`src/rtl/truth_table_sweeper.sv`:
```
// Walks stim through every N_IN-bit vector, holding each for DWELL cycles, and samples dut_out on the last cycle.
// Sweep completes (2**N_IN)*DWELL edges after start is accepted; there is no backpressure, and start is ignored while busy.
module truth_table_sweeper #(
  parameter int N_IN  = 4,
  parameter int DWELL = 5
) (
  input  logic                   clk,
  input  logic                   rst_n,
  input  logic                   start,
  input  logic                   abort,
  input  logic [(1<<N_IN)-1:0]   expect_tbl,
  input  logic                   dut_out,
  output logic [N_IN-1:0]        stim,
  output logic                   busy,
  output logic                   done,
  output logic [(1<<N_IN)-1:0]   captured_tbl,
  output logic [N_IN:0]          mismatch_cnt,
  output logic                   pass
);

  localparam int              NV       = 1 << N_IN;
  localparam logic [N_IN-1:0] STIM_LAST = {N_IN{1'b1}};
  localparam logic [N_IN-1:0] STIM_ONE  = 1;
  localparam logic [N_IN:0]   MC_ONE    = 1;
  localparam logic [7:0]      CNT_LAST  = 8'(DWELL - 1);
  localparam logic [7:0]      CNT_ONE   = 8'd1;

  typedef enum logic [1:0] {IDLE, DRIVE, DONE} state_t;

  state_t            state_q, state_d;
  logic [N_IN-1:0]   stim_q, stim_d;
  logic [7:0]        cnt_q, cnt_d;
  logic [NV-1:0]     cap_q, cap_d;
  logic [NV-1:0]     exp_q, exp_d;
  logic [N_IN:0]     mcnt_q, mcnt_d;

  always_ff @(posedge clk or negedge rst_n) begin
    if (!rst_n) begin
      state_q <= IDLE;
      stim_q  <= '0;
      cnt_q   <= '0;
      cap_q   <= '0;
      exp_q   <= '0;
      mcnt_q  <= '0;
    end else begin
      state_q <= state_d;
      stim_q  <= stim_d;
      cnt_q   <= cnt_d;
      cap_q   <= cap_d;
      exp_q   <= exp_d;
      mcnt_q  <= mcnt_d;
    end
  end

  always_comb begin
    state_d = state_q;
    stim_d  = stim_q;
    cnt_d   = cnt_q;
    cap_d   = cap_q;
    exp_d   = exp_q;
    mcnt_d  = mcnt_q;
    case (state_q)
      IDLE, DONE: begin
        // abort outranks start; results from the last sweep stay visible
        if (abort) begin
          state_d = IDLE;
          stim_d  = '0;
          cnt_d   = '0;
        end else if (start) begin
          state_d = DRIVE;
          stim_d  = '0;
          cnt_d   = '0;
          cap_d   = '0;
          mcnt_d  = '0;
          exp_d   = expect_tbl;
        end
      end
      DRIVE: begin
        if (abort) begin
          state_d = IDLE;
          stim_d  = '0;
          cnt_d   = '0;
        end else if (cnt_q == CNT_LAST) begin
          cap_d[stim_q] = dut_out;
          if (dut_out != exp_q[stim_q]) mcnt_d = mcnt_q + MC_ONE;
          // stim parks on the last vector rather than wrapping
          if (stim_q == STIM_LAST) begin
            state_d = DONE;
          end else begin
            stim_d = stim_q + STIM_ONE;
            cnt_d  = '0;
          end
        end else begin
          cnt_d = cnt_q + CNT_ONE;
        end
      end
      default: state_d = IDLE;
    endcase
  end

  assign stim         = stim_q;
  assign busy         = (state_q == DRIVE);
  assign done         = (state_q == DONE);
  assign captured_tbl = cap_q;
  assign mismatch_cnt = mcnt_q;
  assign pass         = done && (mcnt_q == '0);

endmodule

```
`config.mk`:
```
export PLATFORM = sky130hd
export DESIGN_NAME = truth_table_sweeper
export DESIGN_NICKNAME = d
export VERILOG_FILES = /design/src/rtl/truth_table_sweeper.sv
export SDC_FILE = /design/constraint.sdc
export NUM_CORES = 1
export LEC_CHECK = 0
export ABC_AREA = 1
export BUFFER_PORTS_ARGS = -buffer_cell sky130_fd_sc_hd__buf_2
export CORE_ASPECT_RATIO = 0.8
export CORE_MARGIN = 8
export CORE_UTILIZATION = 42
export CTS_BUF_LIST = sky130_fd_sc_hd__clkbuf_16
export DETAILED_ROUTE_END_ITERATION = 16
export SLEW_MARGIN = 30
export SYNTH_ARGS = -nofsm -noshare
export SYNTH_HDL_FRONTEND = slang
export SYNTH_SLANG_ARGS = --single-unit
```
`constraint.sdc`:
```
create_clock -name clk -period 4 [get_ports clk]
set_clock_uncertainty 0.2 [all_clocks]
set_input_delay 1 -clock clk [delete_from_list [all_inputs] [get_ports clk]]
set_output_delay 1 -clock clk [all_outputs]
set_load 0.1 [all_outputs]
```
Yosys cells after proc, flatten, opt, wreduce, memory -nomap -nowiden
Index checks and enable logic that the tools add are counted.

cells by class
  add/subtract/negate cells = 3
  multipliers = 0
  divide/modulo/power cells = 0
  order comparisons = 2
  equal/unequal tests = 15
  shift-type cells = 0
  muxes and demuxes = 34
  bitwise logic cells = 1
  reduce and logical (&&, ||, !) cells = 12

operators by type and width
  cell                                                         number
  2-to-1 mux 16 bit                                            4
  2-to-1 mux 8 bit                                             5
  case mux 16 bit (2 select lines)                             1
  2-to-1 mux 5 bit                                             5
  2-to-1 mux 4 bit                                             5
  bitwise mux 16 bit                                           1
  case mux 8 bit (2 select lines)                              1
  2-to-1 mux 2 bit                                             5
  case mux 5 bit (2 select lines)                              1
  AND reduction 3 bit                                          3
  adder 8 x 1 -> 8 bit (second input constant)                 1
  equality test 8 x 3 -> 1 bit (second input constant)         1
  case mux 4 bit (2 select lines)                              1
  != test 2 bit (second input constant)                        3
  != test 3 x 2 -> 1 bit (second input constant)               2
  != test 3 bit (second input constant)                        2
  AND reduction 6 bit                                          1
  adder 5 x 1 -> 5 bit (second input constant)                 1
  logical NOT 5 bit                                            1
  less-than comparator 4 x 5 -> 1 bit (second input constant)  1
  AND reduction 5 bit                                          1
  adder 4 x 1 -> 4 bit (second input constant)                 1
  binary-select mux 1 bit (select 4 bit)                       1
  demux 1 bit (select 4 bit)                                   1
  other kinds (15)                                             18

word-level totals
  bits in registers = 51
  bits in latches = 0
  RAM bits = 0
  bits in read-only memories = 0
  input bits = 21
  output and inout port bits = 28
  word-level logic and storage cells = 73
  memories kept = 0

Longest topological paths before layout
  word-level depth = 8
  gate-level depth with buffers = 13
  mapped depth without buffers = 11

Least setup slack after synthesis
No wires, ideal clock.

  path kind = register -> output
  start = register mcnt_q[0], in the netlist mismatch_cnt[0]
  end = output port pass
  data arrival time = 3.138 ns
  required time = 2.800 ns
  setup slack = -0.338 ns
  cell stages (with the launch flop) = 5
  path buffers = 0
  path through = dfrtp_1 > inv_1 > ha_1 > nand2_1 > nor3_1

on the way
  longest elaborated chain between the ends = 2

RTL lines
  item                    RTL line  source
  start, declared         35        logic [N_IN:0] mcnt_q, mcnt_d;
  start signal, assigned  51        mcnt_q <= mcnt_d;
  logical NOT 5 bit       106       assign pass = done && (mcnt_q == '0);
  logical AND 1 bit       106
  end, declared           18        output logic pass

No other way between the ends.

Worst setup path after layout
Ends and elaborated chain as after synthesis.

==> run metrics <==
Tmin final 2.74 ns; Rows 27; Hold Fails Final Rpt 0; worst hold stages 2; ratio of cells with drive above 1 in the final layout 19.6%; number of diodes 0; Layout area overhead 15.2%; post-synth top area share 44.6%; syn_area_per_cell 7.72 um2; setup violators final 0; WP data required 2.80 ns; DRT iter0 DRCs 145; Placement Setup Slack 1.09 ns; HP Start captured_tbl[8]$_DFFE_PN0P_; routability cong. 0.795; initial antenna violation count 0; # placed instances 497; full die area 9730 um2; initial core utilization 42.4%; FF+latch count, synth 51; net count after synthesis 400; Multi-input gate area 1330 um2; Pwr Total 1620 uW; Worst Hold Class flop to flop; Die H 89.9 um; Worst R2R Path Depth 8; Synth Cell Area 2860 um2; Core Region 6760 um2; CTS buffer count 5; Max VDD drop 0.171 mV; final worst setup slack 1.26 ns; ys async rst share 100%; HPWL after detailed placement 4.70 mm; CTS Root Cell clkbuf_16; RSZ-0062 raised after global routing false; Synth Area in Compound Gates 9.52%; Seq/Total Area, Yosys 44.6%; Worst-Skew Late Latency 0.29 ns; vias post-DR 2420; CP startpoint kind flop; Post-synth EDFFs 0; Register Area 1280 um2; Slew Viols, Final 0; largest family of logic cells by synthesized area simple AND/OR/NAND/NOR gates; # Post-CTS Setup Buffers 0; drt drc 0; Cells after Synth 371; clock sink count 51; die width 108 um; Min-Delay Endpoint captured_tbl[8]$_DFFE_PN0P_; multiplexer share of the synthesized area 0%; cells resized by post-CTS repair 0; fill cell count 709; main area contributors after synthesis dfrtp_1 45%, nand2_1 11%, nor2_1 6.6%; Post-Synth Adder-Cell Area 3.49%; RR Startpoint state_q[0]$_DFFE_PN0P_; Tcrit/Tclk final 68.6%; post-synth top area cell dfrtp_1; YS warnings 0; gr usage total 13.9%; Peak Freq 364 MHz; first-pass detailed-route iteration total 4; post-synthesis xor/xnor area fraction 1.22%; drt total wl 6.47 mm; global-route wire length before repair 11.4 mm; # H-tree levels 2; ys flop type dfrtp_1; vias in the first global route 2508; IO Pins 49; largest net degree at the start of global routing 40; Leakage 0.00177 uW; antenna viol nets, final 0; worst-margin pin slew 0.783 ns; TNS Setup 0 ns; # hold bufs at CTS 0; CP arrival 1.54 ns; drt wl/cell 12.8 um; crit path max fanout 6; CTS Buffer Depth 2; grt total ovfl 0; r2r setup slk 1.61 ns; pwr dens 490 nW/um2; CP Class flop to output pin; DR vias/cell 4.79; CTS tree built; Crit. End Element output pin; status finished clean; nets 446; Unique masters post-synth 34; Max transition margin 47.7%; Synth Area in Simple Gates 31.9%; # Max-Cap Violations 0; Post-Layout Cell Count 505; Clock transition at path regs 0.06 ns; port buffer count 48; reg2reg end captured_tbl[2]$_DFFE_PN0P_
-- area by class of cell --
cell class	count	share of cell area [%]
Clock buffer	5	3.79
Clock inverter	3	0.341
Inverter	51	5.88
Multi-Input combinational cell	258	40.2
Sequential cell	51	38.7
Tap cell	87	3.30
Timing Repair Buffer	50	7.81
-- synth_stat cells (3+ instances only) --
cell,n
nor2_1,50
xor2_1,3
nand2_1,87
a21oi_1,23
buf_4,3
dfrtp_1,51
inv_2,7
o21ai_0,11
ha_1,8
nand3_1,32
nor3_1,4
nand4_1,7
inv_1,43
o21ai_1,11
nand2_2,4
clkbuf_1,4
-- power by group --
part	internal (uW)	switching (uW)
Sequential	578	57.7
Combinational	138	439
Clock	225	177
Total	942	674
-- per-layer routing --
metal	up-vias	global-route usage, %	share of wire (%)
li1	1267	-	-
met1	1099	18.3	51
met2	50	21.7	42
met3	4	4.14	6.1
met4	0	3.75	0.68
met5	-	0	0
-- logic make-up after synthesis --
group	count (synthesis)
adders and majority gates	8
AOI/OAI and AO/OA	49
xor gates and xnor gates	4
and+or+nand+nor	197
DFF	51
buffers and inverters	62
-- placed cells by master, fill, tap and decap left out --
master,Yosys,routed
inv_4,1,1
a21oi_4,1,1
xor2_1,3,3
nor4_1,1,1
clkbuf_16,0,5
o21ai_4,1,1
inv_2,7,7
buf_4,3,3
nand2_2,4,4
a21oi_1,23,23
nor2_2,1,1
xnor2_1,1,1
nand2_1,87,87
nor2_8,2,2
nor3_1,4,3
nor2_1,50,50
dfrtp_1,51,51
nand2_4,2,2
inv_1,43,44
nand4_2,1,1
o22ai_1,1,1
nor2_4,2,2
clkinv_1,0,2
nor3_2,2,3
nand3_2,2,2
o32ai_1,1,1
buf_2,1,47
ha_1,8,8
nand4_1,7,7
o21ai_0,11,11
o21ai_1,11,11
nand3_1,32,32
-- critical path, stage by stage (launching register included) --
cell	delay [ns]
dfrtp_1	0.44
inv_1	0.08
ha_1	0.14
nand2_1	0.06
nor3_2	0.09
buf_2	0.44
-- metrics by stage --
step,hold WS (ns),instance area (um2),utilization (%)
floorplan,0.270,2870,-
global placement,0.257,3160,46.8
global route,0.286,3300,48.8
CTS,0.274,3300,48.8
finish,0.268,3300,48.8
detailed placement,0.258,3160,46.8
-- flip-flops by register name, summed over array words and instances (netlist names) --
signal,count
state_q,2
captured_tbl,16
cnt_q,8
stim,4
exp_q,16
mismatch_cnt,5
-- worst max path at each step --
stage               cells past startpoint                        start  slack [ns]                           to
floorplan                               4  mismatch_cnt[0]$_DFFE_PN0P_        0.52                         pass
global placement                        8                        abort        1.14  mismatch_cnt[0]$_DFFE_PN0P_
detailed placement                      8                        abort        1.09  mismatch_cnt[0]$_DFFE_PN0P_
CTS                                     5  mismatch_cnt[0]$_DFFE_PN0P_        1.23                         pass
global route                            4       state_q[0]$_DFFE_PN0P_        1.17                         pass
finish                                  5  mismatch_cnt[0]$_DFFE_PN0P_        1.26                         pass
No activity file was read; power rests on OpenSTA's default activity.
